<file path="config.mk">
export PLATFORM = sky130hd
export DESIGN_NAME = pipe_reg_chain
export DESIGN_NICKNAME = d
export VERILOG_FILES = /design/src/rtl/pipe_reg_chain.sv
export SDC_FILE = /design/constraint.sdc
export NUM_CORES = 1
export LEC_CHECK = 0
export ABC_CLOCK_PERIOD_IN_PS = 1910
export CORE_ASPECT_RATIO = 0.9
export CORE_MARGIN = 3
export CORE_UTILIZATION = 25
export DETAILED_ROUTE_END_ITERATION = 10
export PLACE_DENSITY = 0.52
export SLEW_MARGIN = 25
export SYNTH_ARGS = -nofsm -noshare
export SYNTH_HDL_FRONTEND = slang
export SYNTH_SLANG_ARGS = --single-unit
</file>
<file path="constraint.sdc">
create_clock -name clk_i -period 1.91 [get_ports clk_i]
set_input_delay 0.4775 -clock clk_i [delete_from_list [all_inputs] [get_ports clk_i]]
set_output_delay 0.4775 -clock clk_i [all_outputs]
set_load 0.03 [all_outputs]
</file>
<file path="src/rtl/pipe_reg_chain.sv">
// Elastic multi-stage register pipeline with valid/ready handshake, bubble collapsing,
// optional registered-ready skid entry, synchronous flush and occupancy count.
module pipe_reg_chain #(
    parameter int unsigned Width    = 16,
    parameter int unsigned Depth    = 2,
    parameter int unsigned RegReady = 1,
    localparam int unsigned OccW    = $clog2(Depth + 2)
) (
    input  logic             clk_i,
    input  logic             rst_i,
    input  logic             flush_i,
    input  logic             s_valid_i,
    output logic             s_ready_o,
    input  logic [Width-1:0] s_data_i,
    output logic             m_valid_o,
    input  logic             m_ready_i,
    output logic [Width-1:0] m_data_o,
    output logic [OccW-1:0]  occupancy_o
);

    logic [Depth-1:0] valid_q, valid_d;
    logic [Width-1:0] data_q [Depth];
    logic [Width-1:0] data_d [Depth];
    logic [Depth-1:0] ld;
    logic             skid_valid_q;
    logic [Width-1:0] skid_data_q;
    logic             xfer_in, xfer_out;
    logic             src_valid;
    logic [Width-1:0] src_data;
    logic [OccW-1:0]  occ_q, occ_d;

    // A stage may load when any stage at or downstream of it is empty, or the sink is taking a
    // beat; written without a self-referencing chain so the cone stays flat.
    always_comb begin
        ld = '0;
        for (int k = 0; k < Depth; k++) begin
            ld[k] = m_ready_i;
            for (int j = k; j < Depth; j++) begin
                if (!valid_q[j]) begin
                    ld[k] = 1'b1;
                end
            end
        end
    end

    assign xfer_in   = s_valid_i & s_ready_o;
    assign xfer_out  = m_valid_o & m_ready_i;
    assign m_valid_o = valid_q[Depth-1];
    assign m_data_o  = data_q[Depth-1];

    assign src_valid = skid_valid_q | xfer_in;
    assign src_data  = skid_valid_q ? skid_data_q : s_data_i;

    always_comb begin
        valid_d = valid_q;
        data_d  = data_q;
        if (ld[0]) begin
            valid_d[0] = src_valid;
            if (src_valid) begin
                data_d[0] = src_data;
            end
        end
        for (int k = 1; k < Depth; k++) begin
            if (ld[k]) begin
                valid_d[k] = valid_q[k-1];
                if (valid_q[k-1]) begin
                    data_d[k] = data_q[k-1];
                end
            end
        end
    end

    always_ff @(posedge clk_i) begin
        if (rst_i) begin
            valid_q <= '0;
            for (int k = 0; k < Depth; k++) begin
                data_q[k] <= '0;
            end
        end else if (flush_i) begin
            valid_q <= '0;
        end else begin
            valid_q <= valid_d;
            data_q  <= data_d;
        end
    end

    if (RegReady != 0) begin : g_skid
        logic             skid_valid_d;
        logic [Width-1:0] skid_data_d;

        // Skid only fills when stage 0 cannot load; it is empty again whenever stage 0 loads.
        always_comb begin
            skid_valid_d = skid_valid_q;
            skid_data_d  = skid_data_q;
            if (skid_valid_q) begin
                if (ld[0]) begin
                    skid_valid_d = 1'b0;
                end
            end else if (xfer_in && !ld[0]) begin
                skid_valid_d = 1'b1;
                skid_data_d  = s_data_i;
            end
        end

        always_ff @(posedge clk_i) begin
            if (rst_i) begin
                skid_valid_q <= 1'b0;
                skid_data_q  <= '0;
            end else if (flush_i) begin
                skid_valid_q <= 1'b0;
            end else begin
                skid_valid_q <= skid_valid_d;
                skid_data_q  <= skid_data_d;
            end
        end

        assign s_ready_o = !skid_valid_q && !flush_i;
    end else begin : g_no_skid
        assign skid_valid_q = 1'b0;
        assign skid_data_q  = '0;
        assign s_ready_o    = ld[0] && !flush_i;
    end

    always_comb begin
        occ_d = occ_q;
        unique case ({xfer_in, xfer_out})
            2'b10:   occ_d = occ_q + OccW'(1);
            2'b01:   occ_d = occ_q - OccW'(1);
            default: occ_d = occ_q;
        endcase
    end

    always_ff @(posedge clk_i) begin
        if (rst_i || flush_i) begin
            occ_q <= '0;
        end else begin
            occ_q <= occ_d;
        end
    end

    assign occupancy_o = occ_q;

endmodule

</file>
==> impl_metrics.tcl, run 1 <==
set metrics [dict create \
    run_status "completed" \
    cts-root-buf "clkbuf_8" \
    syn_nets 280 \
    row_count 33 \
    ys.warnings.count 0 \
    cp.required_ns 2.14 \
    worstSkewPairLatency_ns 0.30 \
    wirelength_um 5340 \
    port_buffers 40 \
    grt.total_usage_pct 9.66 \
    fin_util_pct 32.1 \
    max-slew-margin-rel_pct 61.8 \
    synth_top_cell_by_area "dfxtp_1" \
    die_h_um 101 \
    synth_edf_count 0 \
    post-route-period-util_pct 97.4 \
    antenna_found_initial 0 \
    p_int_mw 1.51 \
    fin_skew_ns 0.00617 \
    path_clk_slew_ns 0.10 \
    dr.first_iter.drc_count 79 \
    grt_overflow_total 0 \
    p_seq_share_pct 57.5 \
    initial_core_util_pct 26.4 \
    synth.area.mux_share_pct 12.9 \
    synthArstFlopShare_pct 0 \
    drv_slew 0 \
    synth-simple-area-share_pct 15.7 \
    synth_flop_cell "dfxtp_1" \
    synth-seq-cells 53 \
    hold_class "flop to flop" \
    core_area_mm2 0.00941 \
    htreeDepth 2 \
    fmax_mhz 537 \
    peakVddDrop_mv 0.348 \
    dp_cells 395 \
    finalHoldViolCount 0 \
    cp.arrival_ns 2.10 \
    gp_congestion 0.671 \
    syn-instance-count 258 \
    clockPowerShare_pct 31.4 \
    synth_top_area_share_pct 42.7 \
    tritoncts "yes" \
    ys_seq_area_share_pct 42.7 \
    dieArea_mm2 0.0112 \
    finalSetupViolations 0 \
    post_drt_via_cell_ratio 4.47 \
    worstPathMaxFanout 2 \
    synth_area_mm2 0.00249 \
    vias 1801 \
    nets 302 \
    area_delta_synth_final_pct 21.4 \
    endpoint_kind "flop" \
    fill_cells 982 \
    grt_pass1_vias 1724 \
    final_common_cell "dfxtp_1" \
    synth-xor-area-share_pct 0.705 \
    power_leakage_nw 0.992 \
    most-common-layout-cells "53 x dfxtp_1, 37 x clkdlybuf4s50_1, 34 x nand2b_1" \
    fin_crit_ns 1.86 \
    p_comb_share_pct 11.1 \
    fin_cells 403 \
    hpwl_um 3730 \
    grt_max_degree 39 \
    drt-wirelength-per-cell_um 13.2 \
    startpoint_type "input port" \
    power_density_mw_per_mm2 663 \
    synth_compound_area_share_pct 17.4 \
    ioPinCount 41 \
    antenna_left 0 \
    cts_buffers 5 \
    clock_sinks 53 \
    post-cts-setup-buffers 0 \
    drc_errors 0 \
    rsz0062_at_grt "false" \
    yosys-top-cells-area "dfxtp_1 43%, mux2i_1 13%, nand2b_1 8.6%" \
    criticalPathCategory "input port to flop" \
    avgSynthCellArea_um2 9.64 \
    maxCapViolCount 0 \
    dieWidth_um 111 \
    clockBufferDepth 2 \
    synth_adder_area_share_pct 0.503 \
    grt_pass1_wl_um 8800 \
    drtPass1Iterations 4 \
    tightest_slew_ns 0.572 \
    drive_above_1_share_pct 11.7 \
    antennaDiodeCount 0 \
    net-switching-power_uw 491 \
    p_sw_share_pct 24.5 \
    synth_cell_types 31 \
    synth_top_family_by_area "compound AO/OA/AOI/OAI gates" \
]
area by class of cell:
class | instances | area (µm²) | area share (%)
flip-flops and latches | 53 | 1060 | 35.2
clock buffers | 6 | 72.6 | 2.40
clock inverters | 2 | 13.8 | 0.456
repair buffers | 53 | 543 | 18.0
well taps | 122 | 153 | 5.06
multi-input cells | 167 | 1170 | 38.9
layer usage:
layer	up-vias	wire length [µm]	GRT usage (%)
met5	-	0	0
met4	0	31	2.53
met3	2	246	2.64
met2	43	2050	12.7
met1	826	3010	15.1
li1	930	-	-
critical path, stage by stage:
cell and delay, ns:
clkdlybuf4s50_1 0.47, or3b_4 0.38, ha_2 0.19, xnor2_1 0.13, or3_1 0.31, a21boi_1 0.13
stage by stage:
stage	total power, mW	setup slack (ns)	cell area (µm²)	hold slack, ns	setup TNS [ns]
CTS	2.04	0.00272	3010	0.475	0
global route	2.10	0.0107	3020	0.489	0
finish	2.00	0.0495	3020	0.477	0
floorplan	1.30	0.151	2490	0.443	0
global placement	1.40	-0.292	2930	0.458	-2.28
detailed placement	1.40	-0.351	2930	0.460	-3.03
synthesized netlist by cell type, drive strengths merged (2+ instances only):
cell    instances
clkbuf         13
mux2i          32
a211oi         16
o21ai          17
nand3          16
a21boi          2
nand2b         34
nor2            4
buf            25
and2            2
dfxtp          53
a21oi          32
power by group through the flow:
stage / clock network [mW] / logic (mW) / registers (mW)
CTS: 0.662 / 0.224 / 1.15
detailed placement: 0 / 0.223 / 1.17
global route: 0.699 / 0.246 / 1.15
global placement: 0 / 0.221 / 1.18
finish: 0.628 / 0.222 / 1.15
floorplan: 0 / 0.131 / 1.17
final timing paths:
kind | from | to | slack (ns) | cells after the start
setup reg to reg | skid_valid_q$_SDFF_PP0_ | occupancy_o[1]$_SDFFE_PP0P_ | 0.36 | 5
setup / recovery | s_valid_i | occupancy_o[1]$_SDFFE_PP0P_ | 0.05 | 6
hold / removal | skid_data_q[7]$_SDFFE_PP0P_ | skid_data_q[7]$_SDFFE_PP0P_ | 0.48 | 2
hold reg to reg | skid_data_q[7]$_SDFFE_PP0P_ | skid_data_q[7]$_SDFFE_PP0P_ | 0.48 | 2
registers in the layout, indices dropped and copies added, names as in the netlist:
signal	count
occupancy_o	2
m_data_o	16
skid_valid_q	1
data_q	16
skid_data_q	16
valid_q	2
logic make-up after synthesis:
logic type / after synthesis
buf+inv: 38
flops: 53
fa+ha+maj: 1
mux: 32
compound gates: 69
xor+xnor: 2
simple gates: 63
what timing repair did:
item | 4_1_cts | 5_1_grt
resized for setup | 1 | 2
hold buffers | 0 | 0
pin swaps | 0 | 1
setup endpoints to repair | 1 | 2
No activity file was read; power rests on OpenSTA's default activity.
==> inputs of run 2 (changes only) <==
- CORE_MARGIN: 3 -> 2
- CORE_UTILIZATION: 25 -> 46
- PLACE_DENSITY: 0.52 -> 0.78
==> run 2 against run 1 <==
Effect of this change:
- hold slack worse by 0.00087 ns
- cell area down 1.2%
- register-to-register slack about the same
- die area is 46% lower
- cell count fell by 13%
- first-iteration DRC count is 25% higher
- critical path depth down 5
- critical path type is now flop to output pin
==> impl_metrics.tcl, run 2 (synthesized netlist as in run 1, its figures left out) <==
set metrics [dict create \
    cts-root-buf "clkbuf_8" \
    dr.first_iter.drc_count 99 \
    nets 304 \
    worstPathMaxFanout 3 \
    cts_buffers 5 \
    grt_pass1_vias 1703 \
    antennaDiodeCount 0 \
    p_total_mw 2.14 \
    cp.required_ns 1.43 \
    path_buf_inv 1 \
    tritoncts "yes" \
    maxCapViolCount 0 \
    clock_sinks 53 \
    tightest_slew_ns 0.539 \
    drc_errors 0 \
    crit_chain "clkdlybuf4s50_1" \
    ff_latch_area_mm2 0.00106 \
    most-common-layout-cells "53 x dfxtp_1, 38 x clkdlybuf4s50_1, 34 x nand2b_1" \
    drive_above_1_share_pct 12.7 \
    vias 1790 \
    endpoint_kind "output pin" \
    fin_skew_ns 0.00221 \
    grt_overflow_total 0 \
    row_count 25 \
    die_h_um 73.7 \
    fmax_mhz 538 \
    port_buffers 40 \
    grt.total_usage_pct 16.6 \
    finalSetupViolations 0 \
    hold_buffers 0 \
    max-slew-margin-rel_pct 63.9 \
    power_leakage_nw 0.988 \
    power_density_mw_per_mm2 718 \
    drv_slew 0 \
    clockBufferDepth 2 \
    finalHoldViolCount 0 \
    slowest_delay_ns 0.69 \
    fill_cells 463 \
    peakVddDrop_mv 0.349 \
    post_drt_via_cell_ratio 5.11 \
    grt_max_degree 55 \
    path_clk_slew_ns 0.09 \
    hold_class "flop to flop" \
    gp_congestion 0.744 \
    drtPass1Iterations 4 \
    antenna_left 0 \
    drt-wirelength-per-cell_um 12.9 \
    grt_pass1_wl_um 7670 \
    startpoint_type "flop" \
    rsz0062_at_grt "false" \
    post-cts-setup-buffers 0 \
    area_delta_synth_final_pct 19.9 \
    fin_crit_ns 1.86 \
    cp.arrival_ns 1.38 \
    post-place-ws_ns -0.306 \
    crit_slowest_cell "clkdlybuf4s50_1" \
    final_common_cell "dfxtp_1" \
    layout_setup_ws_ns 0.0501 \
    antenna_found_initial 0 \
    hold_ws_ns 0.476 \
    fin_setup_tns_ns 0 \
    ioPinCount 41 \
    hpwl_um 3220 \
    dieArea_mm2 0.00601 \
    post-route-period-util_pct 97.4 \
    htreeDepth 2 \
    dieWidth_um 81.5 \
    run_status "completed" \
    initial_core_util_pct 47.6 \
    core_area_mm2 0.00522 \
    path_delay_family "buffers and inverters" \
    criticalPathCategory "flop to output pin" \
    worstSkewPairLatency_ns 0.30 \
    wirelength_um 4530 \
    multi_input_area_mm2 0.00118 \
]
-- run 2: stage by stage --
step | util [%] | std cells | area [µm²]
final | 57.1 | 350 | 2980
after global routing | 57.1 | 350 | 2980
after CTS | 57.0 | 350 | 2980
after detailed placement | 54.8 | 342 | 2860
after global placement | 54.8 | 342 | 2860
after floorplan | - | 258 | 2490
-- run 2: routing by layer --
metal | up-vias | global-route usage, % | part of all wire (%)
met5 | - | 0 | 0
met4 | 0 | 4.52 | 1.1
met3 | 4 | 4.42 | 3.8
met2 | 39 | 25.1 | 43
met1 | 813 | 23.3 | 52
li1 | 934 | - | -
-- run 2: final timing paths --
kind                                from                     endpoint  slack, ns  depth (start not counted)
min          skid_data_q[2]$_SDFFE_PP0P_  skid_data_q[2]$_SDFFE_PP0P_       0.48                          2
min reg2reg  skid_data_q[2]$_SDFFE_PP0P_  skid_data_q[2]$_SDFFE_PP0P_       0.48                          2
max reg2reg      skid_valid_q$_SDFF_PP0_  occupancy_o[1]$_SDFFE_PP0P_       0.37                          4
max          occupancy_o[0]$_SDFFE_PP0P_               occupancy_o[0]       0.05                          1
-- run 2: repair_timing --
action                                  4_1_cts  5_1_grt
gates resized for setup                       0        3
endpoints found under the setup margin        0       17
hold endpoints to repair                      0        0
-- run 2: cell type report --
class,count,share of cell area (%)
Sequential cell,53,35.6
Clock buffer,7,2.90
Multi-Input combinational cell,167,39.5
Timing Repair Buffer,55,18.2
Tap cell,67,2.81
Clock inverter,1,1.01
-- run 2: report_power, final --
part / total [mW] / switching [mW] / internal [mW]
logic: 0.215 / 0.103 / 0.111
clock network: 0.776 / 0.349 / 0.427
registers: 1.15 / 0.0171 / 1.13
==> inputs of run 3 (changes only) <==
- CORE_MARGIN: 2 -> 8
==> run 3 against run 2 <==
Effect of this change:
- sequential cell count unchanged
- hold slack improved by 0.0033 ns
- non-clock buffer count decreased by 5
- via count decreased by 0.56%
- cell count decreased by 1.7%
==> impl_metrics.tcl, run 3 (synthesized netlist as in run 1, its figures left out) <==
set metrics [dict create \
    gp_congestion 0.749 \
    drt-wirelength-per-cell_um 14.5 \
    tritoncts "yes" \
    core_area_mm2 0.00522 \
    max-slew-margin-rel_pct 64.6 \
    hold_class "flop to flop" \
    most-common-layout-cells "53 x dfxtp_1, 35 x clkdlybuf4s50_1, 34 x nand2b_1" \
    startpoint_type "flop" \
    initial_core_util_pct 47.6 \
    antenna_found_initial 0 \
    maxCapViolCount 0 \
    clockBufferDepth 2 \
    port_buffers 40 \
    rsz0062_at_grt "false" \
    peakVddDrop_mv 0.318 \
    ioPinCount 41 \
    drive_above_1_share_pct 11.6 \
    antenna_left 0 \
    crit_chain "clkdlybuf4s50_1" \
    hpwl_um 3480 \
    final_common_cell "dfxtp_1" \
    ff_latch_area_mm2 0.00106 \
    nets 299 \
    fin_cells 344 \
    wirelength_um 4980 \
    drc_errors 0 \
    grt_pass1_vias 1726 \
    multi_input_area_mm2 0.00119 \
    r2r_start "skid_valid_q$_SDFF_PP0_" \
    worstPathMaxFanout 5 \
    antennaDiodeCount 0 \
    finalSetupViolations 0 \
    die_h_um 85.7 \
    clock_sinks 53 \
    dp_cells 337 \
    run_status "completed" \
    dr.first_iter.drc_count 101 \
    fin_skew_ns 0.00280 \
    cts_buffers 5 \
    fin_crit_ns 1.86 \
    path_clk_slew_ns 0.09 \
    whs_path_depth 2 \
    grt_overflow_total 0 \
    worstHoldStart "m_data_o[10]$_SDFFE_PP0P_" \
    path_delay_family "buffers and inverters" \
    dieArea_mm2 0.00802 \
    min_to "m_data_o[10]$_SDFFE_PP0P_" \
    grt_max_degree 37 \
    reg2reg_slack_ns 0.34 \
    row_count 25 \
    cp.required_ns 1.43 \
    r2r_cells 5 \
    criticalPathCategory "flop to output pin" \
    worstSkewPairLatency_ns 0.30 \
    slowest_delay_ns 0.70 \
    htreeDepth 2 \
    grt_pass1_wl_um 8120 \
    crit_slowest_cell "clkdlybuf4s50_1" \
    path_buf_inv 1 \
    endpoint_kind "output pin" \
    fmax_mhz 537 \
    cts-root-buf "clkbuf_8" \
    power_leakage_nw 1.00 \
    post-route-period-util_pct 97.5 \
    drtPass1Iterations 4 \
    post_drt_via_cell_ratio 5.17 \
    vias 1780 \
    grt.total_usage_pct 12.4 \
    timing.rr.end "occupancy_o[1]$_SDFFE_PP0P_" \
    finalHoldViolCount 0 \
    dieWidth_um 93.5 \
    drv_slew 0 \
    power_density_mw_per_mm2 711 \
    area_delta_synth_final_pct 18.9 \
    tightest_slew_ns 0.528 \
    fill_cells 482 \
    cp.arrival_ns 1.38 \
    p_total_mw 2.10 \
    crit_cells 1 \
]
-- run 3: cell count changes in the layout (fill, tap and decap cells not counted) --
cell             before  now
buf_4                13    8
xnor2_2               0    1
clkinv_2              0    1
xnor2_1               1    0
ha_4                  0    1
dlymetal6s2s_1        0    3
ha_2                  1    0
clkbuf_1              1    0
clkbuf_8              6    5
clkdlybuf4s50_1      38   35
-- run 3: area by class of cell --
| cell class | count | share of cell area [%] |
|---|---|---|
| flip-flops and latches | 53 | 35.9 |
| repair buffers | 50 | 17.4 |
| multi-input cells | 167 | 40.4 |
| clock buffers | 5 | 2.33 |
| well taps | 67 | 2.84 |
| clock inverters | 2 | 1.18 |
-- run 3: stage by stage --
stage	utilization, %	worst slack [ns]	TNS (ns)	area (µm²)	hold WS (ns)
3_3_place_gp	54.0	-0.312	-4.70	2820	0.457
3_5_place_dp	54.0	-0.373	-5.62	2820	0.462
6_report	56.6	0.0485	0	2960	0.479
4_1_cts	56.3	0.00765	0	2940	0.477
2_1_floorplan	-	0.151	0	2490	0.443
5_1_grt	56.6	0.00174	0	2960	0.491
-- run 3: worst max-delay path by stage --
| stage | endpoint | startpoint |
|---|---|---|
| 2_1_floorplan | occupancy_o[1]$_SDFFE_PP0P_ | flush_i |
| 3_3_place_gp | occupancy_o[1]$_SDFFE_PP0P_ | s_valid_i |
| 3_5_place_dp | occupancy_o[1]$_SDFFE_PP0P_ | s_valid_i |
| 4_1_cts | occupancy_o[1]$_SDFFE_PP0P_ | s_valid_i |
| 5_1_grt | m_valid_o | valid_q[1]$_SDFFE_PP0P_ |
| 6_report | m_valid_o | valid_q[1]$_SDFFE_PP0P_ |
-- run 3: power breakdown --
group,switching (mW),internal [mW]
clock,0.355,0.381
sequential,0.0174,1.13
combinational,0.105,0.110
total,0.478,1.62
-- run 3: routing by layer --
layer / global-route usage, % / wire length, µm / up-vias
met5: 0 / 0 / -
met3: 2.18 / 237 / 8
met4: 5.26 / 68 / 0
met1: 17.7 / 2580 / 818
li1: - / - / 917
met2: 17.6 / 2090 / 37
-- run 3: what timing repair did --
action                     in CTS  in global routing
hold buffers                    0                  0
resized for setup               1                  6
setup buffers                   0                  0
setup endpoints to repair       1                 17
pin swaps                       0                  4
